$ cat src/rtl/string_reader.sv
// string_reader: read side of the SME string buffer. Streams stored
// characters one per transfer over valid/ready to the match engine.
//
// Ports:
//   clk, rst            rising-edge clock, synchronous active-high reset
//   start, abort        begin a pass (IDLE only) / cancel the current pass
//   start_pos, slen     first index to emit / string length (sampled at start)
//   str_flat            buffer contents, char i at [DW*i +: DW]
//   out_valid/out_ready handshake for out_char, out_idx, out_last
//   busy                pass in progress
//   done                one-cycle pulse on normal completion
//
// Build option: STR_RD_BOUNDARY_EN appends a word-boundary space (8'h20)
// with out_idx=end after the last buffer character of every pass.
module string_reader #(
    parameter int MAX_LEN = 40,
    parameter int DW      = 8,
    parameter int AW      = 6
) (
    input  logic                  clk,
    input  logic                  rst,
    input  logic                  start,
    input  logic                  abort,
    input  logic [AW-1:0]         start_pos,
    input  logic [AW-1:0]         slen,
    input  logic [DW*MAX_LEN-1:0] str_flat,
    output logic                  out_valid,
    input  logic                  out_ready,
    output logic [DW-1:0]         out_char,
    output logic [AW-1:0]         out_idx,
    output logic                  out_last,
    output logic                  busy,
    output logic                  done
);

    localparam logic [1:0] S_IDLE = 2'd0;
    localparam logic [1:0] S_RUN  = 2'd1;
    localparam logic [1:0] S_DONE = 2'd2;

    localparam logic [AW-1:0] MAX_A = AW'(MAX_LEN);
    localparam logic [AW-1:0] ONE_A = AW'(1);
    localparam logic [DW-1:0] SPACE = DW'(8'h20);

    logic [1:0]    state_q, state_d;
    logic [AW-1:0] end_q, end_d;
    logic [AW-1:0] idx_q, idx_d;
    logic          valid_q, valid_d;
    logic          last_q, last_d;

    logic [AW-1:0] end_in;
    logic [AW-1:0] final_idx;
    logic [AW-1:0] idx_inc;
    logic          xfer;

    // Clamp the requested length to the physical buffer size.
    assign end_in  = (slen > MAX_A) ? MAX_A : slen;
    assign idx_inc = idx_q + ONE_A;
    assign xfer    = valid_q & out_ready;

    // Index carrying out_last for the pass in flight.
`ifdef STR_RD_BOUNDARY_EN
    assign final_idx = end_q;
`else
    assign final_idx = end_q - ONE_A;
`endif

    always_comb begin
        state_d = state_q;
        end_d   = end_q;
        idx_d   = idx_q;
        valid_d = valid_q;
        last_d  = last_q;
        case (state_q)
            S_IDLE: begin
                if (start) begin
                    end_d = end_in;
`ifdef STR_RD_BOUNDARY_EN
                    state_d = S_RUN;
                    valid_d = 1'b1;
                    if (start_pos >= end_in) begin
                        idx_d  = end_in;
                        last_d = 1'b1;
                    end else begin
                        idx_d  = start_pos;
                        last_d = 1'b0;
                    end
`else
                    if (start_pos >= end_in) begin
                        state_d = S_DONE;
                    end else begin
                        state_d = S_RUN;
                        valid_d = 1'b1;
                        idx_d   = start_pos;
                        last_d  = (start_pos == end_in - ONE_A);
                    end
`endif
                end
            end
            S_RUN: begin
                if (xfer) begin
                    if (last_q) begin
                        state_d = S_DONE;
                        valid_d = 1'b0;
                        last_d  = 1'b0;
                    end else begin
                        // Load the next slot on the same edge: no bubble.
                        idx_d  = idx_inc;
                        last_d = (idx_inc == final_idx);
                    end
                end
            end
            S_DONE: begin
                state_d = S_IDLE;
            end
            default: begin
                state_d = S_IDLE;
                valid_d = 1'b0;
                last_d  = 1'b0;
            end
        endcase
        // Abort wins over a same-cycle transfer; the char is not consumed.
        if (abort && (state_q != S_IDLE)) begin
            state_d = S_IDLE;
            valid_d = 1'b0;
            last_d  = 1'b0;
            idx_d   = idx_q;
        end
    end

    always_ff @(posedge clk) begin
        if (rst) begin
            state_q <= S_IDLE;
            end_q   <= '0;
            idx_q   <= '0;
            valid_q <= 1'b0;
            last_q  <= 1'b0;
        end else begin
            state_q <= state_d;
            end_q   <= end_d;
            idx_q   <= idx_d;
            valid_q <= valid_d;
            last_q  <= last_d;
        end
    end

    // Buffer is read live at the current index; it is held stable while busy.
    always_comb begin
        out_char = '0;
        if (valid_q) begin
            if (idx_q < MAX_A) begin
                out_char = str_flat[DW*int'(idx_q) +: DW];
            end
`ifdef STR_RD_BOUNDARY_EN
            if (idx_q == end_q) begin
                out_char = SPACE;
            end
`endif
        end
    end

    assign out_valid = valid_q;
    assign out_idx   = idx_q;
    assign out_last  = last_q;
    assign busy      = (state_q == S_RUN);
    assign done      = (state_q == S_DONE);

endmodule

$ cat config.mk
export PLATFORM = sky130hd
export DESIGN_NAME = string_reader
export DESIGN_NICKNAME = d
export VERILOG_FILES = /design/src/rtl/string_reader.sv
export SDC_FILE = /design/constraint.sdc
export NUM_CORES = 1
export LEC_CHECK = 0
export CELL_PAD_IN_SITES_DETAIL_PLACEMENT = 0
export CELL_PAD_IN_SITES_GLOBAL_PLACEMENT = 1
export CORE_AREA = 10 10 146 148
export DETAILED_ROUTE_END_ITERATION = 7
export DIE_AREA = 0 0 156 158
export PLACE_DENSITY_LB_ADDON = 0.12
export SYNTH_ARGS = -nofsm -noshare
export SYNTH_HDL_FRONTEND = slang
export SYNTH_SLANG_ARGS = --single-unit
$ cat constraint.sdc
create_clock -name clk -period 2.8 [get_ports clk]
set_input_delay 0.42 -clock clk [delete_from_list [all_inputs] [get_ports clk]]
set_output_delay 0.42 -clock clk [all_outputs]
set_load 0.03 [all_outputs]
Yosys cells after proc, flatten, opt, wreduce, memory -nomap -nowiden
Cells that the tools add are included.
- add/sub/neg operators: 3
- order comparisons: 3
- equal/unequal tests: 9
- shift-type cells: 1
- muxes and demuxes: 23
- bitwise logic cells: 3
- reductions and logical operators: 10
- operators with widths (operator ; number):
    $shiftx 320x10->8 ; 1
    $mux 6 ; 5
    $mux 8 ; 2
    $eq 6x6->1 ; 2
    $pmux 6 s2 ; 1
    $sub 6x1->6 const B ; 2
    $mux 1 ; 8
    $mux 2 ; 4
    $add 6x1->6 const B ; 1
    $ge 6x6->1 ; 1
    $gt 6x6->1 const B ; 1
    $lt 6x6->1 const B ; 1
    $ne 2x2->1 const B ; 3
    $pmux 1 s3 ; 2
    $reduce_and 6->1 ; 1
    $reduce_and 5->1 ; 1
    $ne 2x1->1 const B ; 2
    $pmux 2 s2 ; 1
    $reduce_and 4->1 ; 1
    $reduce_bool 2->1 ; 2
    $reduce_and 3->1 ; 1
    $eq 2x1->1 const B ; 1
    $eq 2x2->1 const B ; 1
    $logic_not 2->1 ; 1
    other kinds (5) ; 6
- register bits after elaboration: 16
- bits of input ports: 337
- output and inout bits: 18
- logic and storage cells: 57

Depth between registers and ports, before layout
- depth after elaboration: 7
- mapped depth: 10
- gate-level depth less buffers: 10

Least setup slack after synthesis
No wires, ideal clock.
- kind: register -> output
- start: register idx_q[0] (netlist: out_idx[0])
- end: output out_char[6]
- arrival: 2.214 ns
- required time: 2.380 ns
- path slack: 0.166 ns
- cell stages (with the launch flop): 8
- path buffers: 2
- path through: dfxtp_1 buf_4 buf_4 mux4_2 a211oi_1 a21oi_1 o21ai_1 o21ai_1
- cells in the longest elaborated chain, start to end: 3
- elaborated cells on any way between the ends: 4
- classes of those cells: 1 x order compare; 1 x shift; 2 x mux
- RTL lines (what ; RTL line ; text):
    start: declaration ; 46 ; logic [AW-1:0] idx_q, idx_d;
    start signal: assignment ; 140 ; idx_q <= idx_d;
    $shiftx 320x10->8 / $lt 6x6->1 (equally long branches) ; 151, 150 ;
    $mux 8 (*) ; 150 ; if (idx_q < MAX_A) begin
    $mux 8 (*) ; 149 ; if (valid_q) begin
    end: declaration ; 29 ; output logic [DW-1:0] out_char,
Every way passes the cells marked *; elsewhere a longest branch is shown, timed or not.

Worst setup path in the final report
- start: register idx_q[0] (netlist: out_idx[0])
- end: output out_char[0]
Same word-level chain as after synthesis.

==> out/metrics.json <==
{
  "logic_synthesis": {
    "synth_edf_count": 0,
    "syn-mean-instance-area_um2": 11.4,
    "synthesis.yosys.warnings": 0,
    "yosys.area.top_type": "sky130_fd_sc_hd__mux4_2",
    "count_of_mapped_cells_out_of_synthesis": 348,
    "yosys-top-cells-area": "sky130_fd_sc_hd__mux4_2 42%, sky130_fd_sc_hd__dfxtp_1 8.1%, sky130_fd_sc_hd__mux4_1 7.9%",
    "postSynthRegisterBits": 16,
    "synth.lib_cells_used.distinct": 47,
    "netlist.area_leader.share_pct": 41.9,
    "syn-num-nets": 693,
    "synth_ff_type": "sky130_fd_sc_hd__dfxtp_1",
    "synth.yosys.seq_area_share_pct": 8.06,
    "syn-cell-area_um2": 3970,
    "share_of_synthesized_flip_flops_with_an_asynchronous_set_or_reset_pct": 0
  },
  "sta": {
    "tightest_pin_transition_ns": 0.514,
    "hold-worst-slack_ns": 0.475,
    "slew_violations": 0,
    "slew_headroom_pct": 65.6,
    "shortest_clock_period_the_worst_path_allows_after_layout_ns": 2.85,
    "timing.final.setup_violations": 3,
    "final_min_period_over_clock_period_pct": 102,
    "skew_ns": 0.00354,
    "final-hold-violation-count": 0,
    "rsz_0062_raised_after_global_routing": "true",
    "layout_setup_ws_ns": -0.0517,
    "fmaxAchievable_mhz": 351
  },
  "layout": {
    "ff_latch_area_um2": 329,
    "area_growth_pct": 110,
    "layout.nets": 1090,
    "final_common_cell": "sky130_fd_sc_hd__clkdlybuf4s50_1",
    "fillCellCount": 1738,
    "final_layout_size_suffix_gt1_share_pct": 24.5,
    "fin_area_um2": 8360,
    "multi_input_area_um2": 3390,
    "commonest_cells_after_routing_fill_and_taps_aside": "346 x sky130_fd_sc_hd__clkdlybuf4s50_1, 83 x sky130_fd_sc_hd__mux4_2, 58 x sky130_fd_sc_hd__buf_4, 28 x sky130_fd_sc_hd__nand2_1, 23 x sky130_fd_sc_hd__mux2i_1"
  },
  "clocking": {
    "clock_tree.buffer_depth": 2,
    "clk_transition_reported_paths_ns": 0.05,
    "ctsRootBufferMaster": "sky130_fd_sc_hd__clkbuf_16",
    "numCtsBuffers": 3,
    "tritoncts": "built",
    "h_tree_levels": 1,
    "clk-insertion-delay-late_ns": 0.25,
    "clock_sink_count": 16
  },
  "worst_setup_path": {
    "crit_fanout": 5,
    "critical_path_arrival_ns": 2.43,
    "critical_path_s_largest_stage_delay_ns": 0.56,
    "critical_path.endpoint_type": "primary output",
    "startpoint_type": "flip-flop",
    "crit_type": "flip-flop to primary output",
    "crit_required_ns": 2.38,
    "cp_top_family": "multiplexers",
    "critPathSlowestCell": "sky130_fd_sc_hd__mux4_1",
    "crit_buf_inv": 3,
    "critical_path.cell_chain": "buf_12, clkbuf_16, mux4_1, mux4_2, mux2i_1, o21ai_1, and2_4, buf_6"
  },
  "global_route": {
    "global_route.overflow_total": 0,
    "via_count_of_the_first_global_routing_pass": 5197,
    "grt_pass1_wl_um": 34300,
    "gr-usage-all-layers_pct": 18.4,
    "antenna_violations_before_repair": 2,
    "grt_start_max_net_pins": 29
  },
  "placement": {
    "gp_routability_congestion": 0.867,
    "dpl-instance-area_um2": 7920,
    "hpwlAfterDp_um": 21500,
    "place.port_buffers": 354,
    "detailedPlace.worstSlack_ns": -0.460
  },
  "route": {
    "route.met3.wl_um": 2640,
    "detail_route.wl_per_cell_um": 25.4,
    "routed-wl-met2_um": 13100,
    "vias": 4893,
    "drt-met1-wl_um": 9040,
    "route.antenna.remaining_nets": 0,
    "post_drt_via_cell_ratio": 5.00,
    "route.final.wire_length_um": 24900,
    "number_of_drc_violations_after_detailed_routing": 0,
    "dr.max_layer_used": "met5",
    "drt-initial-drc-count": 242,
    "first_pass_iters": 5
  },
  "floorplan": {
    "design.die.area_um2": 24600,
    "die_x_um": 156,
    "pin_count": 355,
    "num_rows": 50,
    "starting_density_pct": 21.5,
    "fp.dieH_um": 158,
    "design.core.area_um2": 18500
  },
  "power": {
    "p_per_area_nw_per_um2": 323,
    "total_leakage_power_nw": 2.94,
    "vdd.ir_drop.worst_mv": 0.245,
    "p_total_w": 0.00270
  },
  "outcome": {
    "outcome": "finished with violations",
    "violations": "negative setup slack"
  },
  "worst_hold_path": {
    "hold_path.class": "flip-flop to flip-flop"
  },
  "flow_run": {
    "max-cap-violations": 0
  }
}
==> sequential cells by signal, summed over array words and instances, names as in the netlist <==
name / cells
end_q: 6
out_idx: 6
out_last: 1
out_valid: 1
state_q: 2
==> metrics by stage <==
step                      std cells  util (%)  TNS [ns]
after global routing            978      45.3    -0.645
after global placement          949      42.9     -3.00
final                           979      45.3   -0.0956
after floorplan                 348         -         0
after CTS                       957      44.0    -0.490
after detailed placement        949      42.9     -3.54
==> final timing paths <==
path	end	depth (start not counted)	startpoint	slack [ns]
setup / recovery	out_char[0]	8	out_idx[0]	-0.05
hold / removal	end_q[5]	2	end_q[5]	0.47
setup reg to reg	out_last	9	out_idx[0]	0.28
hold reg to reg	end_q[5]	2	end_q[5]	0.47
==> metal layers <==
metal,global-route usage [%],vias up
met5,0,-
met1,20.4,2416
met2,33.8,242
met4,1.39,2
met3,6.97,9
li1,-,2224
==> worst reg2reg max path: stages, from the launching register on <==
cell and delay [ns]:
sky130_fd_sc_hd__dfxtp_4 0.37, sky130_fd_sc_hd__buf_12 0.14, sky130_fd_sc_hd__clkbuf_16 0.15, sky130_fd_sc_hd__buf_4 0.17, sky130_fd_sc_hd__ha_1 0.33, sky130_fd_sc_hd__xnor2_1 0.13
sky130_fd_sc_hd__or4_1 0.47, sky130_fd_sc_hd__nor4_1 0.35, sky130_fd_sc_hd__a32oi_1 0.13, sky130_fd_sc_hd__o31ai_1 0.19
==> cells by family after synthesis <==
kind of cell	synth area share (%)
buffers and inverters	7.34
xor gates and xnor gates	4.85
adders and majority gates	2.77
muxes	56.7
DFF	8.06
and+or+nand+nor	9.38
AOI/OAI and AO/OA	10.9
==> final cells by class <==
class	instances	area share [%]
Timing Repair Buffer	423	50.6
Multi-Input combinational cell	292	40.6
Sequential cell	16	3.94
Tap cell	234	3.50
Clock buffer	3	0.898
Inverter	9	0.404
Clock inverter	1	0.0449
Antenna cell	1	0.0299
==> power by group <==
part / switching [W] / total (W) / internal (W)
registers: 0.0000590 / 0.000319 / 0.000260
clock network: 0.0000939 / 0.000284 / 0.000190
logic: 0.000816 / 0.00210 / 0.00128
total: 0.000969 / 0.00270 / 0.00173
==> synth_stat cells, drive strengths merged, types with 2 or more instances <==
cell type,n
mux2i,25
mux2,2
clkbuf,14
buf,17
nor4,2
o31ai,2
o211ai,2
a21o,2
nand3,7
xor2,8
nor3,3
nor2b,8
dfxtp,16
xnor2,14
mux4,86
nand2,28
a21oi,22
inv,9
a221oi,5
ha,8
a211oi,6
and2,3
nand2b,4
o21ai,21
nor2,19
==> timing repair <==
item	4_1_cts	5_1_grt
gates resized for setup	38	30
setup buffers	4	20
gates cloned	1	2
hold buffers	0	0
endpoints found under the setup margin	12	15
pin swaps	0	6
Power figures use the tool's default switching activity.
